===== config.mk =====
export PLATFORM = sky130hd
export DESIGN_NAME = wm_embed_lane_seq
export DESIGN_NICKNAME = d
export VERILOG_FILES = /design/src/rtl/wm_embed_lane_seq.sv
export SDC_FILE = /design/constraint.sdc
export NUM_CORES = 1
export LEC_CHECK = 0
export CAP_MARGIN = 30
export CORE_MARGIN = 4
export CORE_UTILIZATION = 36
export DETAILED_ROUTE_END_ITERATION = 8
export PLACE_DENSITY = 0.87
export SLEW_MARGIN = 5
export SYNTH_ARGS = -nofsm -noshare
export SYNTH_HDL_FRONTEND = slang
export SYNTH_SLANG_ARGS = --single-unit

===== constraint.sdc =====
create_clock -name clk -period 3.1 [get_ports clk]
set_input_delay 0.775 -clock clk [delete_from_list [all_inputs] [get_ports clk]]
set_output_delay 0.775 -clock clk [all_outputs]
set_load 0.05 [all_outputs]

===== src/rtl/wm_embed_lane_seq.sv =====
// wm_embed_lane_seq: steps four packed 8-bit pixels through a shared external
// N-bit adder, applying +DELTA or -DELTA per lane from the watermark bits,
// saturates each lane result to 0..255 and hands out the repacked word over
// valid/ready.
// Optional: define WM_EMBED_SAT_CNT_EN to implement the saturated-lane
// counter; when undefined, sat_cnt is tied to 0.
module wm_embed_lane_seq #(
  parameter int          N     = 32,
  parameter int unsigned DELTA = 4
) (
  input  logic         clk,
  input  logic         rst_n,
  input  logic         in_valid,
  output logic         in_ready,
  input  logic [31:0]  in_pix,
  input  logic [3:0]   in_wm,
  output logic [N-1:0] adder_a,
  output logic [N-1:0] adder_b,
  output logic         adder_cin,
  input  logic [N-1:0] adder_sum,
  input  logic         adder_cout,
  output logic         out_valid,
  input  logic         out_ready,
  output logic [31:0]  out_pix,
  output logic [15:0]  sat_cnt
);

  localparam logic [7:0]   DELTA_B   = DELTA[7:0];
  localparam logic [N-1:0] DELTA_EXT = {{(N-8){1'b0}}, DELTA_B};

  typedef enum logic [1:0] {IDLE, CALC, HOLD} state_t;

  state_t       state, state_nxt;
  logic [1:0]   lane;
  logic [31:0]  pix_p0;
  logic [3:0]   wm_p0;
  logic [31:0]  res_p1;
  logic [7:0]   lane_pix;
  logic [8:0]   sat_p0;
  logic [7:0]   lane_res;
  logic         lane_sat;

  // Clamp a signed adder sum to 0..255; bit 8 of the result flags saturation.
  function automatic logic [8:0] sat_lane(input logic signed [N-1:0] s);
    if (s < 0)
      return 9'h100;
    else if (|s[N-2:8])
      return 9'h1FF;
    else
      return {1'b0, s[7:0]};
  endfunction

  // Select the current lane's pixel and saturate the adder's combinational sum.
  always_comb begin
    lane_pix = pix_p0[{lane, 3'b000} +: 8];
    sat_p0   = sat_lane($signed(adder_sum));
    lane_res = sat_p0[7:0];
    lane_sat = sat_p0[8];
  end

  // Drive the shared adder only while stepping lanes; subtract uses ~B + 1.
  always_comb begin
    adder_a   = '0;
    adder_b   = '0;
    adder_cin = 1'b0;
    if (state == CALC) begin
      adder_a = {{(N-8){1'b0}}, lane_pix};
      if (wm_p0[lane]) begin
        adder_b = DELTA_EXT;
      end else begin
        adder_b   = ~DELTA_EXT;
        adder_cin = 1'b1;
      end
    end
  end

  // Next-state logic.
  always_comb begin
    state_nxt = state;
    case (state)
      IDLE:    if (in_valid)      state_nxt = CALC;
      CALC:    if (lane == 2'd3)  state_nxt = HOLD;
      HOLD:    if (out_ready)     state_nxt = IDLE;
      default:                    state_nxt = IDLE;
    endcase
  end

  // Control state, lane counter and the result word presented on out_pix.
  always_ff @(posedge clk or negedge rst_n) begin
    if (!rst_n) begin
      state  <= IDLE;
      lane   <= 2'd0;
      res_p1 <= '0;
    end else begin
      state <= state_nxt;
      if (state == IDLE && in_valid) begin
        lane   <= 2'd0;
        res_p1 <= '0;
      end else if (state == CALC) begin
        res_p1[{lane, 3'b000} +: 8] <= lane_res;
        lane                        <= lane + 2'd1;
      end
    end
  end

  // Input capture register: data only, loaded on accept.
  always_ff @(posedge clk) begin
    if (state == IDLE && in_valid) begin
      pix_p0 <= in_pix;
      wm_p0  <= in_wm;
    end
  end

  assign in_ready  = rst_n & (state == IDLE);
  assign out_valid = (state == HOLD);
  assign out_pix   = res_p1;

`ifdef WM_EMBED_SAT_CNT_EN
  logic [15:0] sat_cnt_q;

  // Count saturated lanes, sticking at the ceiling instead of wrapping.
  always_ff @(posedge clk or negedge rst_n) begin
    if (!rst_n)
      sat_cnt_q <= 16'd0;
    else if (state == CALC && lane_sat && sat_cnt_q != 16'hFFFF)
      sat_cnt_q <= sat_cnt_q + 16'd1;
  end

  assign sat_cnt = sat_cnt_q;
`else
  logic unused_sat;
  assign unused_sat = lane_sat;
  assign sat_cnt    = 16'd0;
`endif

  logic unused_cout;
  assign unused_cout = adder_cout;

endmodule


=== Yosys cells after proc, flatten, opt, wreduce, memory -nomap -nowiden ===
Index checks and enable logic that the tools add are counted.

* Register bits after elaboration: 72
* Word-level logic and storage cells: 42

* Add/subtract/negate cells: 2
* Magnitude comparators: 2
* Equality and inequality tests: 6
* Shift-type cells: 3
* Muxes and demuxes: 18
* Bitwise operators: 1
* Reduce and logical (&&, ||, !) cells: 5

{| class="wikitable"
|+ Operators by type and width
! operator !! count
|-
| 2-to-1 mux 32 bit || 4
|-
| bitwise mux 32 bit || 1
|-
| < comparator 32 x 1 -> 1 bit (second input constant) || 1
|-
| variable shift 8 x 7 -> 32 bit (first input constant) || 1
|-
| indexed part select 32 x 6 -> 8 bit || 1
|-
| indexed part select 8 x 7 -> 32 bit || 1
|-
| 2-to-1 mux 8 bit || 3
|-
| OR reduction 23 bit || 1
|-
| 2-to-1 mux 2 bit || 5
|-
| negation 5 -> 7 bit || 1
|-
| one-hot mux 2 bit (3 select lines) || 1
|-
| == test 2 bit (second input constant) || 2
|-
| inequality test 2 bit (second input constant) || 2
|-
| < comparator 2 x 3 -> 1 bit (second input constant) || 1
|-
| 2-to-1 mux 1 bit || 3
|-
| AND reduction 3 bit || 1
|-
| adder 2 x 1 -> 2 bit (second input constant) || 1
|-
| binary-select mux 1 bit (select 2 bit) || 1
|-
| == test 2 x 1 -> 1 bit (second input constant) || 1
|-
| logical NOT 2 bit || 1
|-
| inequality test 2 x 1 -> 1 bit (second input constant) || 1
|-
| nonzero test 2 bit || 1
|-
| AND 1 bit || 1
|-
| logical AND 1 bit || 1
|}

=== Depth between registers and ports, before layout ===
* Depth in word-level cells: 7
* Gate-level depth with buffers: 7
* Mapped depth without buffers: 5

=== Worst setup path before layout ===
OpenSTA, ideal clock, no wires.

* Path type: reg2out
* Start: register lane[1]
* End: output adder_b[0]
* Arrival time: 3.091 ns
* Required time: 2.325 ns
* Slack: -0.766 ns
* Cell stages (with the launch flop): 5
* Cells stage by stage: dfrtp_1 > clkbuf_1 > mux4_2 > nor2_1 > buf_4

* Word-level cells in the longest chain between the ends: 4

{| class="wikitable"
|+ RTL lines
! item !! line !! RTL
|-
| start: declaration || 34 || <nowiki>logic [1:0] lane;</nowiki>
|-
| start signal: assignment || 101 || <nowiki>lane <= lane + 2'd1;</nowiki>
|-
| binary-select mux 1 bit (select 2 bit) || 68 || <nowiki>if (wm_p0[lane]) begin</nowiki>
|-
| 2-to-1 mux 1 bit (implied by the code) || 68 ||
|-
| 2-to-1 mux 32 bit || 68 ||
|-
| 2-to-1 mux 32 bit || 66 || <nowiki>if (state == CALC) begin</nowiki>
|-
| end: declaration || 18 || <nowiki>output logic [N-1:0] adder_b,</nowiki>
|}

No other way between the ends. The select of a mux whose other input is x is not followed.

=== Worst setup path after layout ===
* Start: register lane[0]
* End: output adder_b[4]

Same word-level chain as after synthesis.

==> impl_summary.md <==
Place
The count of buffers inserted at the top-level ports is around 150. The placed cell count is 494. At the end of routability-driven placement, the weighted congestion stood at roughly 0.79. Summed over all nets, the half-perimeter wirelength after detailed placement is ~6900 um.

Once placement finished, the instance area stood at 5120 um2.

CTS
The clock buffer count from CTS is 9. CTS built an H-tree with a depth of 3. In this run the post-CTS setup repair buffer count came out at 0. The tree is rooted in a sky130_fd_sc_hd__clkbuf_8. Clock-pin slew was measured on the worst setup and hold paths at 70 ps. Hold repair after CTS inserted 0 buffers. The clock reaches the later pin of the worst-skew pair after 340 ps. Post-CTS repair changed the size of 0 cells.

The clock passes through at most 2 buffers. The clock sink count is about 70. The TritonCTS clock tree is yes.

Setup path
The cell type group with the largest total delay on the critical path is multiplexers. The delay contributed by the slowest stage of the critical path is approximately 550 ps. The category of the critical setup timing path is reg2out.

Among the stages of the critical path, the cell type that occurs most often is sky130_fd_sc_hd__buf_12. The endpoint arrival time on the critical path is 1960 ps. Data on the critical path is required at its endpoint by between 2000 and 2500 ps. The signal on the critical path passes through mux4_2 -> nor2_4 -> buf_12 -> buf_12. The worst register-to-register path has a depth of 5.

Of all nets on the critical path, the largest fanout is 32. The critical path launch point type is a flop. The cell type of the slowest stage on the worst timing path is sky130_fd_sc_hd__mux4_2. The critical path contains buffers and inverters numbering 2 combined.

In this run the number of cells on the critical path is 4. The critical path capture point type is an output pin.

Layout
The post-layout net count is about 450. Of the cells placed in the final design, the portion with a size suffix greater than 1 is 0.234. The area growth from synthesis to layout is 50.1%. The sequential cell area in the final layout is 1980 um2. The multi-input logic area is between 1000 and 1500 um2. The fill cell total of the finished layout is 750. The total inserted antenna cells is 0. The final instance area is ~5300 um2.

The filler-free cell count of the finished design is roughly 500.

Timing
At the pin with the least slew margin, the transition time is between 700 and 800 ps. The shortest clock period the worst path allows after layout is between 2000 and 3000 ps. Derived from the worst setup path, the maximum achievable clock frequency is between 300 and 400 MHz. The worst-case headroom to the max-slew limit is 0.528.

The final clock period utilization by the worst path is 0.884. The final-report hold violation count is 0. For the final database, setup skew stands at about 6.3 ps. The final max-slew violation count was 0.

The final hold slack is 504 ps. Setup violations remaining at the end of the flow were counted as 0. Setup total negative slack on the finished layout was measured at 0 ps.

Setup repair after global routing left no endpoint under its margin.

Synth
The instance count of the mapped netlist is 250. The average footprint of a synthesized cell is between 10 and 15 um2. The warning count from the yosys run is 0. The share of the Yosys chip area taken by registers is 0.561. The number of enable-type register cells in the synthesized netlist is 36. The post-synthesis sequential element count is 72. Ranked by total cell area, the synthesized netlist is headed by sky130_fd_sc_hd__edfxtp_1, sky130_fd_sc_hd__dfrtp_1, sky130_fd_sc_hd__buf_4.

The largest total area in the synthesized netlist belongs to sky130_fd_sc_hd__edfxtp_1. Of the post-synthesis cell area, the dominant cell type holds 0.306. Sorting the synthesized cells by how often they occur yields sky130_fd_sc_hd__buf_4, sky130_fd_sc_hd__dfrtp_1, sky130_fd_sc_hd__edfxtp_1. The synthesized netlist contains 32 unique library cells. Counting flops with an async set or reset pin after synthesis yields a share of 0.500.

The flip-flop cell with the highest count after synthesis is sky130_fd_sc_hd__edfxtp_1. sky130_fd_sc_hd__buf_4 is the most common cell in the netlist. The area of the mapped netlist is ~3500 um2.

Pwr
The analysis attributes to cell leakage a power of 2.33 nW. Power spread over the standard cell area amounts to between 1000 and 1500 nW/um2. The power consumption is about 6.6 mW. The worst-case IR drop observed on VDD is 547 uV.

Floorplan
After floorplanning, the core was sized to cover approximately 9400 um2. The floorplan row count is 35. The die footprint is around 11000 um2. between 150 and 200 I/O pins were placed. The floorplan step set the die height to between 100 and 150 um.

The initial utilization of the core area, before any placement, comes to 0.375. In this run the horizontal extent of the chip is ~110 um.

Route
For this block, the routed nets add up to 8930 um of wire. The average wire length per cell after detail routing is roughly 18 um. The violation count after the first detailed-routing iteration is approximately 150. The detailed-routed wire length on met3 is approximately 670 um.

The routed length on met2 is 4640 um. After detailed routing, the number of remaining DRC violations is 0. In the final routing, the length of wire on met1 measures between 3000 and 4000 um. Dividing the detail-routed via count by the number of cells gives 4.65. The detailed router used layers up to and including met4. The iteration count of the initial detailed-routing pass is 4. The count of nets left with antenna violations once routing finished came out at 0.

Detailed routing inserted a total of 2371 vias.

Global route
The first-pass GRT wire length is between 10000 and 15000 um. For this run, the total global-route usage over all layers was measured as 0.152. The number of global-route vias before repair is ~2400. The initial antenna violation count is 0.

The maximum number of pins on one net before global-route repair is 37. The residual overflow from global routing is 0.

Flow run
Across the run, the number of max-cap violations was 0.

Hold path
The classification of the worst-slack hold path is reg2reg. The number of cells on the worst hold path is 1.

Run status
The flow ran to the end, and the final reports show no timing, DRC or antenna violations.
-- registers in the layout, summed over array words and instances (netlist names) --
| register | flops |
|---|---|
| out_pix | 32 |
| pix_p0 | 32 |
| wm_p0 | 4 |
| lane | 2 |
| state | 2 |
-- worst reg2reg max path: cells and delay by family, from the launching register on --
| kind | cells | cell delay, ps |
|---|---|---|
| buffers and inverters | 2 | 440 |
| DFF | 1 | 380 |
| and+or+nand+nor | 1 | 680 |
| adders and majority gates | 1 | 390 |
| AOI/OAI and AO/OA | 1 | 260 |
-- area by class of cell --
type / instances / area share
clock buffers: 12 / 0.0255
clock inverters: 4 / 0.00873
well taps: 129 / 0.0304
multi-input cells: 135 / 0.212
flip-flops and latches: 72 / 0.374
inverters: 4 / 0.00283
repair buffers: 154 / 0.347
-- kinds of logic (layout without fill, tap and decap cells) --
logic type / count (synthesis) / count (layout) / share of synthesized area
multiplexers: 9 / 9 / 0.0574
buffers and inverters: 82 / 174 / 0.165
AND/OR/NAND/NOR: 41 / 41 / 0.104
other: 1 / 40 / 0.00106
AO/OA/AOI/OAI: 40 / 40 / 0.0938
adder cells (fa/ha/maj): 5 / 5 / 0.0177
flip-flops: 72 / 72 / 0.561
-- metal layers --
metal,track usage,vias up
li1,-,1061
met1,0.179,1165
met2,0.264,126
met3,0.0367,19
met4,0.0612,0
met5,0,-
-- per-stage QoR --
stage,utilization,worst slack [ps]
2_1_floorplan,-,310
3_3_place_gp,0.544,548
3_5_place_dp,0.544,480
4_1_cts,0.563,345
5_1_grt,0.563,276
6_report,0.563,361
-- report_power, final --
| group | leakage, nW | switching, mW | internal, mW | total [mW] |
|---|---|---|---|---|
| clock network | 0.0880 | 0.325 | 0.369 | 0.694 |
| logic | 1.42 | 2.72 | 1.77 | 4.49 |
| registers | 0.828 | 0.120 | 1.27 | 1.39 |
-- cell usage in the layout, fill, tap and decap left out, types with 2 or more instances in the layout --
cell type	instances
sky130_fd_sc_hd__a21oi_1	4
sky130_fd_sc_hd__a22o_1	29
sky130_fd_sc_hd__a22o_2	4
sky130_fd_sc_hd__and2_1	10
sky130_fd_sc_hd__and3_1	2
sky130_fd_sc_hd__buf_12	34
sky130_fd_sc_hd__buf_4	16
sky130_fd_sc_hd__clkbuf_1	3
sky130_fd_sc_hd__clkbuf_8	9
sky130_fd_sc_hd__clkdlybuf4s50_1	104
sky130_fd_sc_hd__conb_1	40
sky130_fd_sc_hd__dfrtp_1	36
sky130_fd_sc_hd__edfxtp_1	36
sky130_fd_sc_hd__ha_1	5
sky130_fd_sc_hd__inv_1	4
sky130_fd_sc_hd__mux4_2	9
sky130_fd_sc_hd__nand2_1	3
sky130_fd_sc_hd__nand3b_2	4
sky130_fd_sc_hd__nand3b_4	4
sky130_fd_sc_hd__nor2b_1	2
sky130_fd_sc_hd__nor4_1	3
sky130_fd_sc_hd__o21ai_0	2
sky130_fd_sc_hd__or4_4	2
-- final timing paths --
kind                       slack, ps        start     endpoint
min in group asynchronous        880        rst_n  out_pix[28]
setup reg to reg                 890      lane[0]  out_pix[25]
max in group asynchronous       1900        rst_n   out_pix[5]
hold / removal                   500  out_pix[12]  out_pix[12]
hold reg to reg                  500  out_pix[12]  out_pix[12]
setup / recovery                 360      lane[0]   adder_b[4]
Power figures use the tool's default switching activity.
